## config.mk

```make
export PLATFORM = sky130hd
export DESIGN_NAME = m_lsu
export DESIGN_NICKNAME = d
export VERILOG_FILES = /design/src/rtl/lsu_pkg.sv /design/src/rtl/lsu_lane_align.sv /design/src/rtl/m_lsu.sv
export SDC_FILE = /design/constraint.sdc
export NUM_CORES = 1
export LEC_CHECK = 0
export CAP_MARGIN = 20
export CORE_MARGIN = 2
export CORE_UTILIZATION = 40
export DETAILED_ROUTE_END_ITERATION = 8
export GPL_ROUTABILITY_DRIVEN = 1
export GPL_TIMING_DRIVEN = 1
export PLACE_DENSITY = 0.7
export SLEW_MARGIN = 20
export SYNTH_ARGS = -nofsm -noshare
export SYNTH_HDL_FRONTEND = slang
export SYNTH_SLANG_ARGS = --single-unit
```

## constraint.sdc

```tcl
create_clock -name clk -period 5.4 [get_ports clk]
set_input_delay 0.54 -clock clk [delete_from_list [all_inputs] [get_ports clk]]
set_output_delay 0.54 -clock clk [all_outputs]
set_load 0.1 [all_outputs]
```

## src/rtl/lsu_pkg.sv

```systemverilog
// Shared definitions for the M-stage load/store unit: op and state encodings,
// lane-geometry helpers and the access legality checks.
package lsu_pkg;

  localparam logic [2:0] OP_NONE = 3'd0;
  localparam logic [2:0] OP_W    = 3'd1;
  localparam logic [2:0] OP_H    = 3'd2;
  localparam logic [2:0] OP_B    = 3'd3;
  localparam logic [2:0] OP_HU   = 3'd4;
  localparam logic [2:0] OP_BU   = 3'd5;
  localparam logic [2:0] OP_D    = 3'd6;
  localparam logic [2:0] OP_WU   = 3'd7;

  localparam logic [1:0] ST_IDLE  = 2'd0;
  localparam logic [1:0] ST_REQ   = 2'd1;
  localparam logic [1:0] ST_DONE  = 2'd2;
  localparam logic [1:0] ST_FAULT = 2'd3;

  function automatic int nb_of(input int data_w);
    return data_w / 8;
  endfunction

  function automatic int lane_w_of(input int data_w);
    return $clog2(data_w / 8);
  endfunction

  function automatic logic is_aligned(input logic [2:0] op, input logic [2:0] addr_lo);
    case (op)
      OP_W, OP_WU: is_aligned = (addr_lo[1:0] == 2'b00);
      OP_H, OP_HU: is_aligned = ~addr_lo[0];
      OP_D:        is_aligned = (addr_lo == 3'b000);
      default:     is_aligned = 1'b1;
    endcase
  endfunction

  // Unsigned variants have no store meaning; D/WU need a 64-bit datapath.
  function automatic logic is_illegal(input logic [2:0] op, input logic we, input logic wide);
    is_illegal = (we && (op == OP_HU || op == OP_BU || op == OP_WU)) ||
                 (!wide && (op == OP_D || op == OP_WU));
  endfunction

endpackage

```

## src/rtl/lsu_lane_align.sv

```systemverilog
// Combinational lane steering: store-data replication with byte enables, and
// load-data extraction with sign/zero extension.
module lsu_lane_align
  import lsu_pkg::*;
#(
  parameter int DATA_W = 32,
  localparam int NB     = DATA_W / 8,
  localparam int LANE_W = $clog2(DATA_W / 8)
) (
  input  logic [2:0]        op,
  input  logic [LANE_W-1:0] lane,
  input  logic [DATA_W-1:0] wdata,
  input  logic [DATA_W-1:0] rdata,
  output logic [NB-1:0]     be,
  output logic [DATA_W-1:0] wdata_rep,
  output logic [DATA_W-1:0] rdata_ext
);

  logic [DATA_W-1:0] rep_b;
  logic [DATA_W-1:0] rep_h;
  logic [DATA_W-1:0] rep_w;
  logic [DATA_W-1:0] rd_shift;

  genvar gi;
  generate
    for (gi = 0; gi < NB; gi++) begin : g_rep
      assign rep_b[gi*8 +: 8] = wdata[7:0];
      assign rep_h[gi*8 +: 8] = wdata[(gi%2)*8 +: 8];
      assign rep_w[gi*8 +: 8] = wdata[(gi%4)*8 +: 8];
    end
  endgenerate

  assign rd_shift = rdata >> {lane, 3'b000};

  always_comb begin
    be        = '1;
    wdata_rep = wdata;
    rdata_ext = rdata;
    case (op)
      OP_B: begin
        be        = NB'(1) << lane;
        wdata_rep = rep_b;
        rdata_ext = DATA_W'($signed(rd_shift[7:0]));
      end
      OP_BU: begin
        be        = NB'(1) << lane;
        wdata_rep = rep_b;
        rdata_ext = DATA_W'(rd_shift[7:0]);
      end
      OP_H: begin
        be        = NB'(3) << lane;
        wdata_rep = rep_h;
        rdata_ext = DATA_W'($signed(rd_shift[15:0]));
      end
      OP_HU: begin
        be        = NB'(3) << lane;
        wdata_rep = rep_h;
        rdata_ext = DATA_W'(rd_shift[15:0]);
      end
      OP_W: begin
        be        = NB'(15) << lane;
        wdata_rep = rep_w;
        rdata_ext = DATA_W'($signed(rd_shift[31:0]));
      end
      OP_WU: begin
        be        = NB'(15) << lane;
        wdata_rep = rep_w;
        rdata_ext = DATA_W'(rd_shift[31:0]);
      end
      default: ;
    endcase
  end

endmodule

```

## src/rtl/m_lsu.sv

```systemverilog
// M-stage load/store unit: handshaked data-memory port that stalls the pipeline
// until the access completes, faults or times out.
module m_lsu
  import lsu_pkg::*;
#(
  parameter int DATA_W  = 32,
  parameter int ADDR_W  = 32,
  parameter int TIMEOUT = 15
) (
  input  logic                  clk,
  input  logic                  reset,
  input  logic                  req_valid,
  input  logic                  req_we,
  input  logic [2:0]            req_op,
  input  logic [ADDR_W-1:0]     req_addr,
  input  logic [DATA_W-1:0]     req_wdata,
  output logic                  stall,
  output logic                  rsp_valid,
  output logic [DATA_W-1:0]     rsp_rdata,
  output logic                  rsp_err,
  output logic                  exc_adel,
  output logic                  exc_ades,
  output logic                  bus_req,
  output logic                  bus_we,
  output logic [ADDR_W-1:0]     bus_addr,
  output logic [DATA_W/8-1:0]   bus_be,
  output logic [DATA_W-1:0]     bus_wdata,
  input  logic                  bus_ack,
  input  logic [DATA_W-1:0]     bus_rdata,
  input  logic                  bus_err
);

  localparam int NB     = nb_of(DATA_W);
  localparam int LANE_W = lane_w_of(DATA_W);
  localparam int CNT_W  = $clog2(TIMEOUT + 1);

  logic [1:0]        state_reg, state_next;
  logic [2:0]        op_reg;
  logic              we_reg;
  logic [LANE_W-1:0] lane_reg;
  logic [CNT_W-1:0]  cnt_reg;
  logic [ADDR_W-1:0] bus_addr_reg;
  logic [DATA_W-1:0] wdata_reg;
  logic [DATA_W-1:0] rsp_rdata_reg;
  logic              rsp_err_reg, exc_adel_reg, exc_ades_reg;

  logic              start, aligned, illegal, timed_out;
  logic [NB-1:0]     align_be;
  logic [DATA_W-1:0] align_wdata, rdata_ext;

  assign start     = req_valid && (req_op != OP_NONE);
  assign aligned   = is_aligned(req_op, req_addr[2:0]);
  assign illegal   = is_illegal(req_op, req_we, DATA_W == 64);
  assign timed_out = (cnt_reg == CNT_W'(TIMEOUT - 1));

  lsu_lane_align #(.DATA_W(DATA_W)) u_align (
    .op        (op_reg),
    .lane      (lane_reg),
    .wdata     (wdata_reg),
    .rdata     (bus_rdata),
    .be        (align_be),
    .wdata_rep (align_wdata),
    .rdata_ext (rdata_ext)
  );

  always_comb begin
    state_next = state_reg;
    case (state_reg)
      ST_IDLE: if (start) state_next = (aligned && !illegal) ? ST_REQ : ST_FAULT;
      ST_REQ:  if (bus_ack || timed_out) state_next = ST_DONE;
      default: state_next = ST_IDLE;
    endcase
  end

  always_ff @(posedge clk) begin
    if (reset) begin
      state_reg     <= ST_IDLE;
      op_reg        <= OP_NONE;
      we_reg        <= 1'b0;
      lane_reg      <= '0;
      cnt_reg       <= '0;
      bus_addr_reg  <= '0;
      wdata_reg     <= '0;
      rsp_rdata_reg <= '0;
      rsp_err_reg   <= 1'b0;
      exc_adel_reg  <= 1'b0;
      exc_ades_reg  <= 1'b0;
    end else begin
      state_reg <= state_next;
      case (state_reg)
        ST_IDLE: if (start) begin
          if (aligned && !illegal) begin
            op_reg       <= req_op;
            we_reg       <= req_we;
            lane_reg     <= req_addr[LANE_W-1:0];
            cnt_reg      <= '0;
            bus_addr_reg <= {req_addr[ADDR_W-1:LANE_W], {LANE_W{1'b0}}};
            wdata_reg    <= req_wdata;
          end else begin
            // Misalignment takes priority; rsp_err flags only aligned illegal ops.
            rsp_rdata_reg <= '0;
            rsp_err_reg   <= aligned && illegal;
            exc_adel_reg  <= !aligned && !req_we;
            exc_ades_reg  <= !aligned && req_we;
          end
        end
        ST_REQ: begin
          if (bus_ack) begin
            rsp_rdata_reg <= (we_reg || bus_err) ? '0 : rdata_ext;
            rsp_err_reg   <= bus_err;
            exc_adel_reg  <= 1'b0;
            exc_ades_reg  <= 1'b0;
          end else if (timed_out) begin
            rsp_rdata_reg <= '0;
            rsp_err_reg   <= 1'b1;
            exc_adel_reg  <= 1'b0;
            exc_ades_reg  <= 1'b0;
          end else begin
            cnt_reg <= cnt_reg + CNT_W'(1);
          end
        end
        default: ;
      endcase
    end
  end

  assign stall     = !reset && ((state_reg == ST_IDLE && start) || state_reg == ST_REQ);
  assign rsp_valid = (state_reg == ST_DONE) || (state_reg == ST_FAULT);
  assign rsp_rdata = rsp_rdata_reg;
  assign rsp_err   = rsp_err_reg;
  assign exc_adel  = exc_adel_reg;
  assign exc_ades  = exc_ades_reg;
  assign bus_req   = (state_reg == ST_REQ);
  assign bus_we    = we_reg;
  assign bus_addr  = bus_addr_reg;
  assign bus_be    = (state_reg != ST_REQ) ? '0 : (we_reg ? align_be : '1);
  assign bus_wdata = align_wdata;

endmodule

```

# Word level (Yosys, flattened, before mapping)

Index checks and enable logic that the tools add are counted.

$add $sub $neg: 1
Equality and inequality tests: 24
Shift-type cells: 4
Mux-type cells: 34
Bitwise gates (word level): 1
Reduce and logical (&&, ||, !) cells: 34

Operators by type and width:

| operator            | count |
|---|---|
| $mux 32             | 5 |
| $pmux 32 s5         | 1 |
| $pmux 32 s2         | 2 |
| $shr 32x5->32       | 1 |
| $mux 4              | 6 |
| $eq 3x3->1 const B  | 7 |
| $pmux 4 s3          | 1 |
| $mux 1              | 10 |
| $ne 2x2->1 const B  | 5 |
| $reduce_or 2->1     | 5 |
| $eq 3x2->1 const B  | 3 |
| $logic_and 1x1->1   | 8 |
| $logic_or 1x1->1    | 8 |
| $pmux 4 s2          | 1 |
| $eq 3x1->1 const B  | 2 |
| $mux 2              | 3 |
| $pmux 1 s2          | 3 |
| $reduce_and 5->1    | 1 |
| $add 4x1->4 const B | 1 |
| $eq 2x2->1 const B  | 2 |
| $eq 4x4->1 const B  | 1 |
| $logic_not 1->1     | 4 |
| $logic_not 2->1     | 2 |
| $ne 2x1->1 const B  | 2 |
| other kinds (14)    | 14 |

Register bits after elaboration: 109
Bits of input ports: 105
Output and inout port bits: 107
Word-level logic and storage cells: 109

# Logic depth before layout (Yosys ltp)

Depth in word-level cells: 10
Depth in mapped cells: 8
Gate-level depth less buffers: 7

# Hierarchy

From an unflattened synthesis, not the netlist that was laid out.

Cell total of the unflattened synthesis: 685
Area, all modules: 5466.5 µm²

Modules (own cells, without submodules):

| module         | times used | cells each | area an instance (µm²) | sequential area each (µm²) |
|---|---|---|---|---|
| m_lsu          | 1          | 445        | 3951.3                 | 2182.1 |
| lsu_lane_align | 1          | 240        | 1515.2                 | 0.0 |

# Worst setup path after synthesis

OpenSTA, ideal clock, no wires.

Path type: register to output
Start point: register op_reg[0]
End point: output bus_wdata[24]
Arrival: 3355 ps
Required time: 4860 ps
Path slack: 1505 ps
Cell stages (with the launch flop): 5
Path buffers: 2
Cells stage by stage: dfxtp_1 -> clkbuf_1 -> clkbuf_1 -> mux2i_1 -> o21ai_0

Longest elaborated chain between the ends: 3
Elaborated cells on any way between the ends: 7
Classes of those cells: eq/ne (4); mux (1); reduce/logical (2)

Ends and longest elaborated chain:

| what                                     | line                 | text |
|---|---|---|
| from (decl)                              | m_lsu.sv:38          | `logic [2:0] op_reg;` |
| from (signal assigned)                   | m_lsu.sv:93          | `op_reg <= req_op;` |
| $eq 3x2->1 or $eq 3x3->1 (tied branches) | lsu_lane_align.sv:39 | `case (op)` |
| $reduce_or 2->1 (no source line)         | --                   |  |
| $pmux 32 s2 *                            | lsu_lane_align.sv:39 |  |
| to (decl)                                | m_lsu.sv:27          | `output logic [DATA_W-1:0] bus_wdata,` |

Every way passes the cells marked *; elsewhere a longest branch is shown, timed or not.

# Worst setup path in the final report

Start point: register op_reg[2]
End point: output bus_be[0]

Longest elaborated chain between the ends: 5
Elaborated cells on any way between the ends: 12
Classes of those cells: eq/ne (6); mux (3); reduce/logical (3)

Ends and longest elaborated chain:

| what                                     | line                 | text |
|---|---|---|
| $eq 3x1->1, or another cell as far along | lsu_lane_align.sv:39 |  |
| $reduce_or 2->1 (no source line)         | --                   |  |
| $pmux 4 s3 *                             | lsu_lane_align.sv:39 |  |
| $mux 4 * (2 in a row)                    | m_lsu.sv:136         | `assign bus_be = (state_reg != ST_REQ) ? '0 : (we_reg ? align_be : '1);` |
| to (decl)                                | m_lsu.sv:26          | `output logic [DATA_W/8-1:0] bus_be,` |

Marks and branches as above.

==> reports/qor.txt <==
Most frequent cells after synthesis - nand2b_1, dfxtp_1, mux2i_1
# Post-CTS Setup Buffers - 0
Crit Path Max Fanout - 32
RSZ-0062 raised after global routing - no
Minimum clock period - 4.140 ns
Relative slew slack - 0.2890
Clock power frac - 0.322
EDFF count, synth - 0
Global-route wire length before repair - 28.08 mm
Final Slew Violations - 0
Cell taking the most area after synthesis - dfxtp_1
Final wirelength - 17.70 mm
Post-synth top area share - 0.3666
Kind of critical path - flop to primary output
Via count - 5388
Cell Pwr Density - 276.3 nW/um^2
Clock transition at path regs - 0.07 ns
Row cnt - 44
IO Port Bufs - 209
Synth top area cells - dfxtp_1, nand2b_1, mux2i_1
Sequential-to-total area share from yosys stat - 0.3666
Required @ worst endpoint - 4.86 ns
P&R area growth vs syn - 41.10%
CTS Buf Count - 9
Synth Area per Inst - 8.897 sq um
Skew final - 0.007661 ns
Diodes inserted - 0
Initial antenna violation count - 2
DRC violations left - 0
Distinct cells, synth - 50
Layout cells sized above 1 - 0.06161
Hold crit path type - flop to flop
Switching Power - 0.8067 mW
Initial core utilization - 0.4095
Starting DRC count in detailed routing - 280
Total gr overflow - 0
Maximum VDD drop - 0.0001412 V
Worst Setup Start Kind - flop
Hold Violations, Final - 0
Cell family with most CP delay - buffers and inverters
CTS tree - built
Vias in the first global route - 5393
1st-pass router iterations - 4
Largest net degree at the start of global routing - 147
Cells after synthesis - 669
Status - finished clean
Worst-margin pin slew - 1.065 ns
Maximum capacitance violations - 0
Cell Int Power - 1.514 mW
Sw frac - 0.3476
Setup tns final - 0 ns
DIE AREA - 15870 sq um
Post-synth ARST share - 0
IO Pins - 212
Cells along the critical path - xnor2_2 -> nand2_1 -> o21ai_1 -> inv_1 -> a21oi_1 -> clkdlybuf4s50_1
Routability Congestion - 0.9135
Comb pwr share - 0.302
DRT antenna net count - 0
H-tree Lvls - 3
Clock sink count - 109
Final HPWL DP - 12.83 mm
Chip height - 126.0 um
Post-cts resize count - 0
#FFs+latches synth - 109
Root Buffer - clkbuf_16
Placed cell count - 1012
WL per Instance - 17.22 um
Nets@finish - 947
Via density - 5.241
Fmax - 241.5 MHz
WP data arrival - 3.60 ns
Top-count cell post-synth - nand2b_1
CP endpoint kind - primary output
CTS max path bufs - 2
Total GRT Usage - 0.2204
Crit-path max cell delay - 1.16 ns
Hold buffers post-CTS - 0
Seq pwr share - 0.376
Die Wd - 126.0 um
Core Area - 14530 sq um
Finished Layout Cells - 1028
Mapped Area - 5952 sq um
Hold WS - 0.4552 ns
Final setup fails - 0
CP Buf/Inv Count - 2
Pleak - 3.034 nW
Dominant synthesized flop cell - dfxtp_1
Critical-path top delay cell - clkdlybuf4s50_1
Final Cycle Share - 0.7667
Later-pin clock latency in the skew report - 0.36 ns
Synth Warn # - 0
-- kinds of logic after synthesis --
logic type,share of synthesized area
AND/OR/NAND/NOR,0.2033
AO/OA/AOI/OAI,0.1694
flip-flops,0.3666
multiplexers,0.1772
buffers and inverters,0.06243
adder cells (fa/ha/maj),0.01598
XOR/XNOR,0.004415
other,0.0006300
-- final timing paths --
check               startpoint             to  slack (ns)  depth (start not counted)
setup reg to reg   lane_reg[0]  rsp_rdata[20]        2.41                          6
hold / removal    rsp_rdata[8]   rsp_rdata[8]        0.46                          1
hold reg to reg   rsp_rdata[8]   rsp_rdata[8]        0.46                          1
setup / recovery     op_reg[2]      bus_be[0]        1.26                          6
-- area by class of cell --
type / instances / area, sq um
flip-flops and latches: 109 / 2182
fillers: 1316 / 6136
inverters: 16 / 60.06
repair buffers: 219 / 2162
clock inverters: 3 / 67.56
well taps: 184 / 230.2
multi-input cells: 485 / 3430
clock buffers: 12 / 266.5
-- through the flow --
step	setup WS (ns)	util	area [sq um]	total power, mW
after floorplan	1.505	-	5956	1.382
after global placement	1.782	0.5543	8056	1.583
after detailed placement	1.661	0.5543	8056	1.591
after CTS	1.263	0.5773	8391	2.341
after global routing	1.009	0.5778	8398	2.410
final	1.260	0.5778	8398	2.321
-- placed cells by master, fill, tap and decap left out, types with 9 or more instances in the layout --
master,netlist,routed
buf_4,14,10
mux2i_1,84,84
clkdlybuf4s50_1,0,208
o21ai_0,48,48
a21oi_1,35,35
inv_1,15,15
clkbuf_16,0,9
nand2_1,48,48
mux2_2,17,17
o2bb2ai_1,16,16
dfxtp_1,109,109
nand2b_1,141,141
-- per-layer routing --
layer	share of wire	vias up	global-route usage
met3	0.098	31	0.08581
li1	-	2645	-
met5	0.00090	-	0
met1	0.42	2511	0.2713
met2	0.46	199	0.3488
met4	0.023	2	0.08403
-- power groups by stage --
stage          combinational [mW]  sequential [mW]  clock [mW]
3_5_place_dp                0.701            0.890           0
5_1_grt                     0.737            0.877       0.795
3_3_place_gp                0.694            0.888           0
4_1_cts                     0.703            0.872       0.766
6_report                    0.701            0.872       0.748
2_1_floorplan               0.368             1.01           0
No activity file was read; power rests on OpenSTA's default activity.
